[src/rtl/mem_access.sv]
// mem_access: data-memory stage of the sequential Y86-64 core.
// Decodes icode into a 64-bit load or store and moves it one byte per
// accepted cycle over a byte-wide memory port, little-endian. The access is
// range-checked before any strobe is raised. Results are returned as valM,
// a one-cycle done pulse and dmem_error.
// Ports:
//   clk, rst             clock, synchronous active-high reset
//   start                request pulse, honoured only while idle
//   icode, valE, valA,   operands from execute
//   valP
//   valM                 loaded word (0 for stores, no-access and errors)
//   done                 one-cycle completion pulse
//   dmem_error           address out of range; held until next accepted start
//   busy                 high while not idle
//   mem_addr, mem_wdata  byte address and write byte
//   mem_re, mem_we       byte read / write strobes
//   mem_rdata, mem_ready read byte and per-byte handshake from memory
module mem_access #(
  parameter int unsigned MEM_SIZE = 1024
) (
  input  logic        clk,
  input  logic        rst,
  input  logic        start,
  input  logic [3:0]  icode,
  input  logic [63:0] valE,
  input  logic [63:0] valA,
  input  logic [63:0] valP,
  output logic [63:0] valM,
  output logic        done,
  output logic        dmem_error,
  output logic        busy,
  output logic [63:0] mem_addr,
  output logic [7:0]  mem_wdata,
  output logic        mem_re,
  output logic        mem_we,
  input  logic [7:0]  mem_rdata,
  input  logic        mem_ready
);

  typedef enum logic [1:0] {IDLE, XFER, DONE} state_t;

  // Highest legal start address of an 8-byte word.
  localparam logic [63:0] LAST_ADDR = 64'(MEM_SIZE) - 64'd8;

  state_t      state, state_next;
  logic [63:0] addr;
  logic [63:0] data;
  logic        is_write;
  logic [2:0]  idx;

  logic        req_access;
  logic        req_write;
  logic        req_err;
  logic [63:0] req_addr;
  logic [63:0] req_data;

  // Access decode for the instruction presented with start.
  always_comb begin
    req_access = 1'b0;
    req_write  = 1'b0;
    req_addr   = valE;
    req_data   = valA;
    case (icode)
      4'h4: begin req_access = 1'b1; req_write = 1'b1; end
      4'h5: begin req_access = 1'b1; end
      4'h8: begin req_access = 1'b1; req_write = 1'b1; req_data = valP; end
      4'h9: begin req_access = 1'b1; req_addr = valA; end
      4'hA: begin req_access = 1'b1; req_write = 1'b1; end
      4'hB: begin req_access = 1'b1; req_addr = valA; end
      default: ;
    endcase
    // Full 64-bit compare: huge addresses must not wrap back into range.
    req_err = req_addr > LAST_ADDR;
  end

  always_comb begin
    state_next = state;
    case (state)
      IDLE: if (start) state_next = (req_access && !req_err) ? XFER : DONE;
      XFER: if (mem_ready && idx == 3'd7) state_next = DONE;
      DONE: state_next = IDLE;
      default: state_next = IDLE;
    endcase
  end

  always_ff @(posedge clk) begin
    if (rst) begin
      state      <= IDLE;
      addr       <= '0;
      data       <= '0;
      is_write   <= 1'b0;
      idx        <= '0;
      valM       <= '0;
      dmem_error <= 1'b0;
    end else begin
      state <= state_next;
      case (state)
        IDLE: if (start) begin
          addr       <= req_addr;
          data       <= req_data;
          is_write   <= req_write;
          idx        <= '0;
          valM       <= '0;
          dmem_error <= req_access && req_err;
        end
        XFER: if (mem_ready) begin
          if (!is_write) valM[{idx, 3'b000} +: 8] <= mem_rdata;
          idx <= idx + 3'd1;
        end
        default: ;
      endcase
    end
  end

  // Port outputs decode registered state only, so they move on clock edges.
  always_comb begin
    busy      = state != IDLE;
    done      = state == DONE;
    mem_re    = (state == XFER) && !is_write;
    mem_we    = (state == XFER) && is_write;
    mem_addr  = '0;
    mem_wdata = '0;
    if (state == XFER) begin
      mem_addr = addr + 64'(idx);
      if (is_write) mem_wdata = data[{idx, 3'b000} +: 8];
    end
  end

endmodule
[config.mk]
export PLATFORM = sky130hd
export DESIGN_NAME = mem_access
export DESIGN_NICKNAME = d
export VERILOG_FILES = /design/src/rtl/mem_access.sv
export SDC_FILE = /design/constraint.sdc
export NUM_CORES = 1
export LEC_CHECK = 0
export ABC_AREA = 1
export CORE_ASPECT_RATIO = 1.4
export CORE_MARGIN = 5
export CORE_UTILIZATION = 53
export DETAILED_ROUTE_END_ITERATION = 16
export MAX_ROUTING_LAYER = met4
export PLACE_DENSITY = 0.95
export SYNTH_ARGS = -nofsm -noshare
export SYNTH_HDL_FRONTEND = slang
export SYNTH_SLANG_ARGS = --single-unit
[constraint.sdc]
create_clock -name clk -period 6.47 [get_ports clk]
set_input_delay 1.294 -clock clk [delete_from_list [all_inputs] [get_ports clk]]
set_output_delay 1.294 -clock clk [all_outputs]
set_load 0.02 [all_outputs]
==> summary.md, run 1 <==
| Metric | Value |
|---|---|
| Largest net degree at the start of global routing | roughly 100 |
| Die area | between 20000 and 30000 µm² |
| Unrepaired setup endpoints after global routing | false |
| Pwr/cell area | 186 nW/µm² |
| Yosys top cell area share | 31.9% |
| DR DRC count | 0 |
| Setup Fix Bufs, Post-CTS | 0 |
| Nets | between 2k and 2.5k |
| Seq/Total Area, Yosys | 31.9% |
| DRT Wirelength | 57900 µm |
| Worst Hold End | valM[34] |
| CP Launch Type | flip-flop |
| Syn nets | around 2.2k |
| XOR/XNOR share of the synthesized area | 2.32% |
| Post-synth EDFFs | 0 |
| Hold WC Path Type | flip-flop to flip-flop |
| CTS tree | built |
| Hold Path Origin | valM[34] |
| P_leak | 6.88 nW |
| Grt ovf | 0 |
| Drt pass-1 iters | 7 |
| CORE AREA | between 20000 and 25000 µm² |
| Compound-gate portion of the synthesized area | between 10% and 20% |
| Syn_area_per_cell | between 6 and 7 µm² |
| Share of cells above drive strength 1 | 4.57% |
| Post-synthesis adder-cell area fraction | 1.16% |
| Synth Area in Simple Gates | 33.0% |
| Die H | 191 µm |
| Netlist cell types | 45 |
| Worst Hold Path Cells | 2 |
| Max Slew Vio Count | 0 |
| Netlist Area Pre-Place | 12500 µm² |
| First-pass GRT wire length | ~85000 µm |
| Status | finished clean |
| Via density | roughly 6 |
| Post-synthesis mux area share | 0% |
| Largest family of logic cells by synthesized area | simple AND/OR/NAND/NOR gates |
| Fin Setup TNS | 0 ns |
| Commonest non-fill, non-tap cell in the layout | nand2_1 |
| VDD IR max | 0.000168 V |
| Highest clock rate | 195 MHz |
| Drt initial violations | 1979 |
| Area of the multi-input gates | 6860 µm² |
| Post-route ant nets | 0 |
| FF-to-FF setup slack | around 2.4 ns |
| Clock-pin slew on the worst setup and hold paths | 0.08 ns |
| Crit path time final | 5.13 ns |
| Synth Register Bits | 199 |
| Yosys warns | 0 |
| Area Overhead vs Synth | 33.0% |
| Critical Path End Type | primary output |
| Final HPWL DP | about 46000 µm |
| Synth area leaders | dfxtp_1, nand2_1, inv_1 |
| Max_slew headroom | approximately 29% |
| Max H-tree Level | 4 |
| IO buf count | 348 |
| Post-CTS Hold Buffers | 0 |
| RR Startpoint | idx[0] |
| Final Skew | roughly 0.011 ns |
| Final hold vios | 0 |
| Vias in the first global route | 14.6k |
| Final Util | 71.5% |
| Crit path max fanout | 39 |
| Routed via count | 15.6k |
| Sink Count | 199 |
| CP Data Arrival Time | 3.84 ns |
| DR WL/cell | about 22 µm |
| Global Route Usage Sum | 42.5% |
| Reg2reg path depth | 10 |
| Die Wd | 140 µm |
| CP required | 5.18 ns |
| Reg2reg end | valM[6] |
| Clock Path Buffers | 2 |
| Number of placement rows | 66 |
| Worst-Skew Late Latency | 0.45 ns |
| PostCTS Resize Cnt | 0 |
| Initial antenna violation count | 10 |
| Max cap viols | 0 |
| CTS Buf Count | 17 |
| Critical path class | flip-flop to primary output |
| Leading area contributor after synthesis | dfxtp_1 |
| RePlAce Congestion | 1.16 |
| Most frequent cells in the layout | nand2_1, clkdlybuf4s50_1, inv_1 |
| Final worst-path cycle share | 79.3% |
| Synth Instances | 1988 |
| # setup viols final | 0 |
| Worst Tran Pin Value | 1.07 ns |
| Post-synth ARST share | 0% |
| Filler Cells Inserted | 1959 |
| Sequential cell area | 3980 µm² |
| Boundary Pins | 349 |
| Initial Util | ~54% |
| Root buf cell | clkbuf_16 |
| Dominant synthesized flop cell | dfxtp_1 |
where the power goes:
part / switching (W) / total (W) / internal (W)
clock network: 0.000573 / 0.00111 / 0.000538
logic: 0.000354 / 0.000593 / 0.000239
registers: 0.0000785 / 0.00138 / 0.00130
flip-flops by register name, indices dropped and copies added (netlist names):
register    flops
is_write        1
addr           64
dmem_error      1
valM           64
data           64
idx             3
state           2
synthesized netlist by cell type (32+ instances only):
library cell / n
nor3_1: 45
clkbuf_1: 66
a21oi_1: 130
xor2_1: 32
nand2_1: 400
o211ai_1: 91
nand4_1: 60
inv_1: 284
nor2_1: 254
o21ai_0: 133
nand3_1: 134
dfxtp_1: 199
logic make-up (layout without fill, tap and decap cells):
| kind of cell | Yosys count | count (layout) |
|---|---|---|
| buf+inv | 409 | 697 |
| compound gates | 401 | 401 |
| simple gates | 935 | 935 |
| flops | 199 | 199 |
| fa+ha+maj | 11 | 11 |
| xor+xnor | 33 | 33 |
| other cells | 0 | 11 |
layout make-up:
| class | count | share of cell area [%] |
|---|---|---|
| multi-input cells | 1380 | 41.4 |
| flip-flops and latches | 199 | 24.0 |
| repair buffers | 361 | 21.6 |
| inverters | 304 | 6.89 |
| clock buffers | 18 | 2.65 |
| well taps | 306 | 2.31 |
| clock inverters | 14 | 1.04 |
| diodes | 11 | 0.166 |
worst max-delay path by stage:
stage	from	endpoint	slack, ns	cells past startpoint
after floorplan	idx[0]	mem_addr[40]	3.04	10
after global placement	idx[1]	mem_addr[62]	1.98	12
after detailed placement	idx[1]	mem_addr[62]	1.92	12
after CTS	idx[1]	mem_addr[62]	1.43	12
after global routing	idx[0]	mem_wdata[7]	1.25	7
final	idx[0]	mem_wdata[1]	1.34	7
routing by layer:
layer	global-route usage [%]	routed length (µm)	up-vias
li1	-	-	7042
met1	46.6	19200	7032
met2	69.3	27100	1211
met3	7.03	5970	331
met4	31.4	5600	0
met5	-	0	-
worst max-delay path, stage by stage, from the launching register on:
cell	delay, ns
dfxtp_1	0.35
buf_4	0.38
clkinv_1	0.92
o21ai_0	0.50
o22ai_1	0.11
o21ai_0	0.39
a31oi_1	0.13
clkdlybuf4s50_1	0.59
through the flow:
stage / std cells / hold slack (ns) / setup WS (ns) / total power [W] / cell area (µm²)
after detailed placement: 2550 / 0.453 / 1.92 / 0.00197 / 15900
after global routing: 2592 / 0.483 / 1.25 / 0.00317 / 16600
after floorplan: 1988 / 0.458 / 3.04 / 0.00169 / 12500
final: 2593 / 0.462 / 1.34 / 0.00308 / 16600
after CTS: 2582 / 0.465 / 1.43 / 0.00305 / 16600
after global placement: 2550 / 0.449 / 1.98 / 0.00196 / 15900
No activity file was read; power rests on OpenSTA's default activity.
==> run 2, diff against run 1 <==
CORE_UTILIZATION = 44   (was 53)
PLACE_DENSITY = 0.88   (was 0.95)
clock period = 4.2 ns   (was 6.47 ns; I/O delays follow)
==> run 2 against run 1 <==
Core utilization down 11 points; design area is 2.1% higher; largest power group unchanged; combinational power rose by 63%; hold slack gained 0.0039 ns; setup slack worse by 1.2 ns; routed wire length up 9.8%; cell count increased by 3.4%; clock skew fell by 0.0028 ns; critical path depth unchanged.
==> summary.md, run 2 (synthesis results as in run 1) <==
| Metric | Value |
|---|---|
| Status | finished clean |
| Global Route Usage Sum | 39.2% (-3.2 points) |
| Most frequent cells in the layout | nand2_1, clkdlybuf4s50_1, inv_1 |
| CP Launch Type | flip-flop |
| Final worst-path cycle share | 97.3% |
| Hold_ws | 0.465 ns (+0.00388 ns) |
| Drt pass-1 iters | 7 (unchanged) |
| Drt initial violations | 1731 (-13%) |
| Worst Hold Path Cells | 2 (unchanged) |
| Hold WC Path Type | flip-flop to flip-flop |
| Met1 Track Usage GR | 43.9% (-2.7 points) |
| Final hold vios | 0 (unchanged) |
| Pwr/cell area | 279 nW/µm² (+50%) |
| Final Skew | 0.00824 ns (-0.00283 ns) |
| Clock-pin slew on the worst setup and hold paths | 0.08 ns (about the same) |
| CP top delay family | compound AO/OA/AOI/OAI gates |
| Unrepaired setup endpoints after global routing | false |
| Max_slew headroom | 32.6% (+4.1 points) |
| First-pass GRT wire length | 91800 µm (+8.5%) |
| Via density | 5.69 (-5.4%) |
| Initial antenna violation count | 6 (-4) |
| Post-CTS Hold Buffers | 0 (unchanged) |
| CORE AREA | 28200 µm² (+22%) |
| Hold Path Origin | valM[14] |
| Nets | 2506 (+0.97%) |
| Final HPWL DP | 51800 µm (+14%) |
| Sink Count | 199 (unchanged) |
| Die H | 209 µm (+9.2%) |
| Reg2reg path depth | 10 (unchanged) |
| Worst Tran Pin Value | 1.01 ns (-0.0610 ns) |
| Area Overhead vs Synth | 35.9% |
| Worst-Skew Late Latency | 0.46 ns (about the same) |
| Vias in the first global route | 14.5k (-0.59%) |
| Boundary Pins | 349 (unchanged) |
| DR WL/cell | 23.7 µm (+6.2%) |
| Met2 usage | 66.1% (-3.2 points) |
| FF-to-FF setup slack | 0.75 ns (-1.63 ns) |
| Grt ovf | 0 (unchanged) |
| IO buf count | 348 (unchanged) |
| # setup viols final | 0 (unchanged) |
| Die Wd | 152 µm (+9.1%) |
| Critical Path End Type | primary output |
| CTS Buf Count | 17 (unchanged) |
| DR DRC count | 0 (unchanged) |
| CTS tree | built |
| CP Data Arrival Time | 3.24 ns (-0.60 ns) |
| DRT Wirelength | 63600 µm (+9.8%) |
| Die area | 31900 µm² (+19%) |
| Routed via count | 15.3k (-2.3%) |
| Met3 usage | 4.23% (-2.8 points) |
| Most used cell, CP | o21ai_0 |
| Max cap viols | 0 (unchanged) |
| Buffers and inverters on the worst path | 1 (-2) |
| Slowest cell delay on critical path | 0.67 ns (-0.25 ns) |
| Top Usage Layer GRT | met2 |
| Highest clock rate | 245 MHz |
| Cell Chain, Critical Path | ha_1, o21ai_0, nor2_2, nand4_1, o21ai_0, a21oi_1, clkdlybuf4s50_1 |
| Max H-tree Level | 4 (unchanged) |
| Final Util | 60.0% (-11 points) |
| RePlAce Congestion | 1.10 (-5.2%) |
| Clock Path Buffers | 2 (unchanged) |
| CP required | 3.36 ns (-1.82 ns) |
| RR Startpoint | idx[0] |
| CP max stage cell | clkdlybuf4s50_1 |
| Max Slew Vio Count | 0 (unchanged) |
| VDD IR max | 0.000309 V (+84%) |
| Largest regs | addr x64, data x64, valM x64 |
| Commonest non-fill, non-tap cell in the layout | nand2_1 |
| Crit path time final | 4.08 ns |
| Post-route ant nets | 0 (unchanged) |
| Crit path max fanout | 6 (-85%) |
| Largest net degree at the start of global routing | 167 (+62%) |
| Worst Hold End | valM[14] |
| Critical path class | flip-flop to primary output |
| Fin Setup TNS | 0 ns (unchanged) |
| Root buf cell | clkbuf_16 |
| Reg2reg end | valM[1] |
| Number of placement rows | 73 (+11%) |
| Share of cells above drive strength 1 | 5.83% (+1.3 points) |
| P_leak | 7.26 nW (+5.5%) |
| Initial Util | 44.2% (-9.6 points) |
## run 2: changes by cell type in the layout (fill, tap and decap cells not counted), sizes merged
cell / delta
clkbuf: -1
clkinv: -2
dlygate4sd2: +2
inv: -1
clkinvlp: +3
clkdlybuf4s50: -11
diode: -5
buf: +24
dlymetal6s2s: +9
## run 2: worst reg2reg max path, cell delays in order (launching register included)
cell and delay (ns):
dfxtp_1 0.36, buf_4 0.39, clkinvlp_4 0.45, ha_1 0.33, ha_1 0.39, inv_1 0.23, nand3_1 0.11, nor2_1 0.65
o21ai_2 0.25, nand2_1 0.11, a21oi_1 0.08
## run 2: metal layers
layer / vias up / part of all wire (%)
li1: 7087 / -
met1: 7081 / 35
met2: 864 / 49
met3: 229 / 7.3
met4: 0 / 8.3
met5: - / 0
## run 2: area by class of cell
type / count / area [µm²]
Timing Repair Buffer: 385 / 3830
Multi-Input combinational cell: 1380 / 6920
Inverter: 304 / 1150
Tap cell: 375 / 469
Sequential cell: 199 / 3980
Antenna cell: 6 / 15.0
Fill cell: 2627 / 11300
Clock inverter: 14 / 158
Clock buffer: 17 / 425
## run 2: timing repair
item                       CTS  global route
pin swaps                    0             1
buffers inserted             0             0
cloned                       0             0
resized for setup            5            18
setup endpoints to repair    7            25
## run 2: how the worst max path moves through the flow
stage                       start      endpoint  slack (ns)  depth (start not counted)
after global placement    addr[0]  mem_addr[14]        0.42                         11
after detailed placement   idx[0]  mem_addr[14]        0.32                         11
after floorplan            idx[0]  mem_addr[40]        1.23                         10
final                      idx[2]  mem_addr[35]        0.12                          7
after CTS                 addr[0]  mem_addr[14]      -0.008                         11
after global routing       idx[0]  mem_addr[54]       0.003                         11
## run 2: through the flow
step                      total power [W]  instance area, µm²  worst slack [ns]  instances
after floorplan                   0.00260               12500              1.23       1988
after global placement            0.00308               16300             0.418       2643
after detailed placement          0.00309               16300             0.320       2643
after CTS                         0.00469               16900          -0.00792       2674
after global routing              0.00489               16900           0.00298       2680
final                             0.00473               16900             0.115       2680
## run 2: power by group
| part | switching [W] | internal (W) |
|---|---|---|
| clock network | 0.000853 | 0.000795 |
| registers | 0.000109 | 0.00200 |
| logic | 0.000581 | 0.000382 |
==> run 3, diff against run 2 <==
CORE_UTILIZATION = 45   (was 44)
CTS_BUF_LIST = sky130_fd_sc_hd__clkbuf_8   (was default)
PLACE_DENSITY = 0.9   (was 0.88)
==> run 3 against run 2 <==
Die area down 2.1%; sequential power about the same; register-to-register slack better by 0.07 ns; total power fell by 7.1%; cell count about the same; count of clock-buffer cells in the layout up 1; flip-flop and latch count did not move; largest power group unchanged; hold slack better by 0.0052 ns; combinational power shrank 0.5%; via count is 0.45% higher.
==> summary.md, run 3 (synthesis results as in run 1) <==
| Metric | Value |
|---|---|
| Status | finished clean |
| Crit path time final | 4.16 ns (+0.0783 ns) |
| Post-CTS Hold Buffers | 0 (unchanged) |
| Root buf cell | clkbuf_8 |
| Top Usage Layer GRT | met2 |
| Sequential cell area | 3990 µm² (about the same) |
| Reg2reg path depth | 10 (unchanged) |
| Max Slew Vio Count | 0 (unchanged) |
| Sink Count | 199 (unchanged) |
| Die Wd | 151 µm (-1.0%) |
| DRT Wirelength | 63000 µm (-0.85%) |
| P_int | 0.00295 W (-7.3%) |
| CP required | 3.36 ns (about the same) |
| Die area | 31200 µm² (-2.1%) |
| Area of the multi-input gates | 6940 µm² (+0.36%) |
| Initial Util | 45.4% (+1.2 points) |
| Share of cells above drive strength 1 | 6.30% (+0.47 points) |
| Die H | 207 µm (-1.1%) |
| Tot Pwr | 0.00439 W (-7.1%) |
| Worst-Skew Late Latency | 0.49 ns (+0.03 ns) |
| Worst Tran Pin Value | 0.937 ns (-0.0737 ns) |
| Critical path class | flip-flop to primary output |
| VDD IR max | 0.000239 V (-23%) |
| IO buf count | 348 (unchanged) |
| Worst setup startpoint | addr[28] |
| Worst slack, placed | 0.434 ns (+0.114 ns) |
| Initial antenna violation count | 6 (unchanged) |
| Commonest non-fill, non-tap cell in the layout | nand2_1 |
| # setup viols final | 0 (unchanged) |
| Clock-pin slew on the worst setup and hold paths | 0.10 ns (+0.02 ns) |
| DR WL/cell | 23.5 µm (-0.81%) |
| Number of placement rows | 72 (-1.4%) |
| RR Startpoint | idx[0] |
| RePlAce Congestion | 1.08 (-1.6%) |
| Max cap viols | 0 (unchanged) |
| NetSw | 0.00144 W (-6.7%) |
| Via density | 5.72 (+0.48%) |
| Hold WC Path Type | flip-flop to flip-flop |
| Pwr/cell area | 261 nW/µm² (-6.5%) |
| Drt initial violations | 1684 (-2.7%) |
| CP Data Arrival Time | 3.32 ns (+0.08 ns) |
| Combinational cell fraction of total power | 21.9% (+1.5 points) |
| Routed via count | 15.3k (+0.45%) |
| Largest regs | addr x64, data x64, valM x64 |
| Largest net degree at the start of global routing | 167 (unchanged) |
| Max H-tree Level | 4 (unchanged) |
| CTS tree | built |
| Grt ovf | 0 (unchanged) |
| Met2 usage | 65.3% (-0.84 points) |
| FF-to-FF setup slack | 0.82 ns (+0.07 ns) |
| DP Cell Count | 2636 (-0.26%) |
| Clock Path Buffers | 2 (unchanged) |
| Crit path max fanout | 5 (-1) |
| DR DRC count | 0 (unchanged) |
| Switching Share | 32.8% (+0.15 points) |
| Met3 usage | 6.22% (+2.0 points) |
| CP Launch Type | flip-flop |
| Area Overhead vs Synth | 34.9% |
| Final worst-path cycle share | 99.1% (+1.9 points) |
| Global Route Usage Sum | 40.6% (+1.3 points) |
| Fin Setup TNS | 0 ns (unchanged) |
| Reg2reg end | valM[5] |
| Post-Layout Cell Count | 2679 (-0.037%) |
| Max_slew headroom | 37.5% (+4.8 points) |
| Critical path capture point | mem_addr[37] |
| Post-route ant nets | 0 (unchanged) |
| Final hold vios | 0 (unchanged) |
| Vias in the first global route | 14.5k (-0.30%) |
| Most frequent cells in the layout | nand2_1, clkdlybuf4s50_1, inv_1 |
| Final Skew | 0.0186 ns (+0.0104 ns) |
| Worst Slack Setup Final | 0.0368 ns (-0.0783 ns) |
| Sequential fraction of design power | 48.2% (+3.5 points) |
| Critical Path End Type | primary output |
| Boundary Pins | 349 (unchanged) |
| First-pass GRT wire length | 90600 µm (-1.4%) |
| Final Util | 61.2% (+1.2 points) |
| CTS Buf Count | 17 (unchanged) |
| Highest clock rate | 240 MHz (-1.9%) |
| Drt pass-1 iters | 6 (-1) |
| Filler Cells Inserted | 2640 (+0.49%) |
| Nets | 2509 (+0.12%) |
| Met1 Track Usage GR | 45.5% (+1.6 points) |
| P_leak | 7.46 nW (+2.8%) |
| CORE AREA | 27500 µm² (-2.6%) |
| Final HPWL DP | 50900 µm (-1.6%) |
| Clock power frac | 29.9% (-5.0 points) |
[run 3: layout make-up]
type | instances | area share (%)
antenna | 6 | 0.0893
clock buffer | 18 | 1.47
clock inverter | 14 | 0.967
inverter | 304 | 6.82
multi-input combinational | 1380 | 41.3
sequential | 199 | 23.7
tap | 370 | 2.75
timing repair buffer | 388 | 22.9
[run 3: per-stage QoR]
step | instance area [µm²] | hold slack, ns
2_1_floorplan | 12500 | 0.458
3_3_place_gp | 16200 | 0.448
3_5_place_dp | 16200 | 0.457
4_1_cts | 16700 | 0.474
5_1_grt | 16800 | 0.486
6_report | 16800 | 0.471
[run 3: worst max-delay path, stage by stage, from the launching register on]
cell             delay [ns]
dfxtp_1                0.61
nand4_1                0.28
nor2_1                 0.25
inv_1                  0.10
nor2_1                 0.21
nand4_1                0.35
xor2_1                 0.29
nor2_1                 0.12
clkdlybuf4s50_1        0.61
[run 3: what timing repair did]
item,in CTS,in global routing
gates cloned,0,0
endpoints found under the setup margin,12,34
resized for setup,11,34
pin swaps,1,2
buffers inserted,1,4
[run 3: power groups by stage]
stage / Sequential (W) / Clock, W / Combinational, W
floorplan: 0.00213 / 0 / 0.000471
global placement: 0.00215 / 0 / 0.000921
detailed placement: 0.00215 / 0 / 0.000931
CTS: 0.00211 / 0.00131 / 0.000936
global route: 0.00212 / 0.00139 / 0.00103
finish: 0.00212 / 0.00131 / 0.000959
[run 3: per-layer routing]
| metal | up-vias | wire length [µm] |
|---|---|---|
| li1 | 7088 | - |
| met1 | 7102 | 22200 |
| met2 | 894 | 30100 |
| met3 | 245 | 5200 |
| met4 | 0 | 5580 |
| met5 | - | 0 |
[run 3: how the worst min path moves through the flow]
stage                   from  endpoint  cells past startpoint
detailed placement  valM[38]  valM[38]                      2
CTS                 valM[18]  valM[18]                      2
floorplan           is_write  is_write                      2
global route        valM[58]  valM[58]                      2
global placement    valM[38]  valM[38]                      2
finish              valM[35]  valM[35]                      2
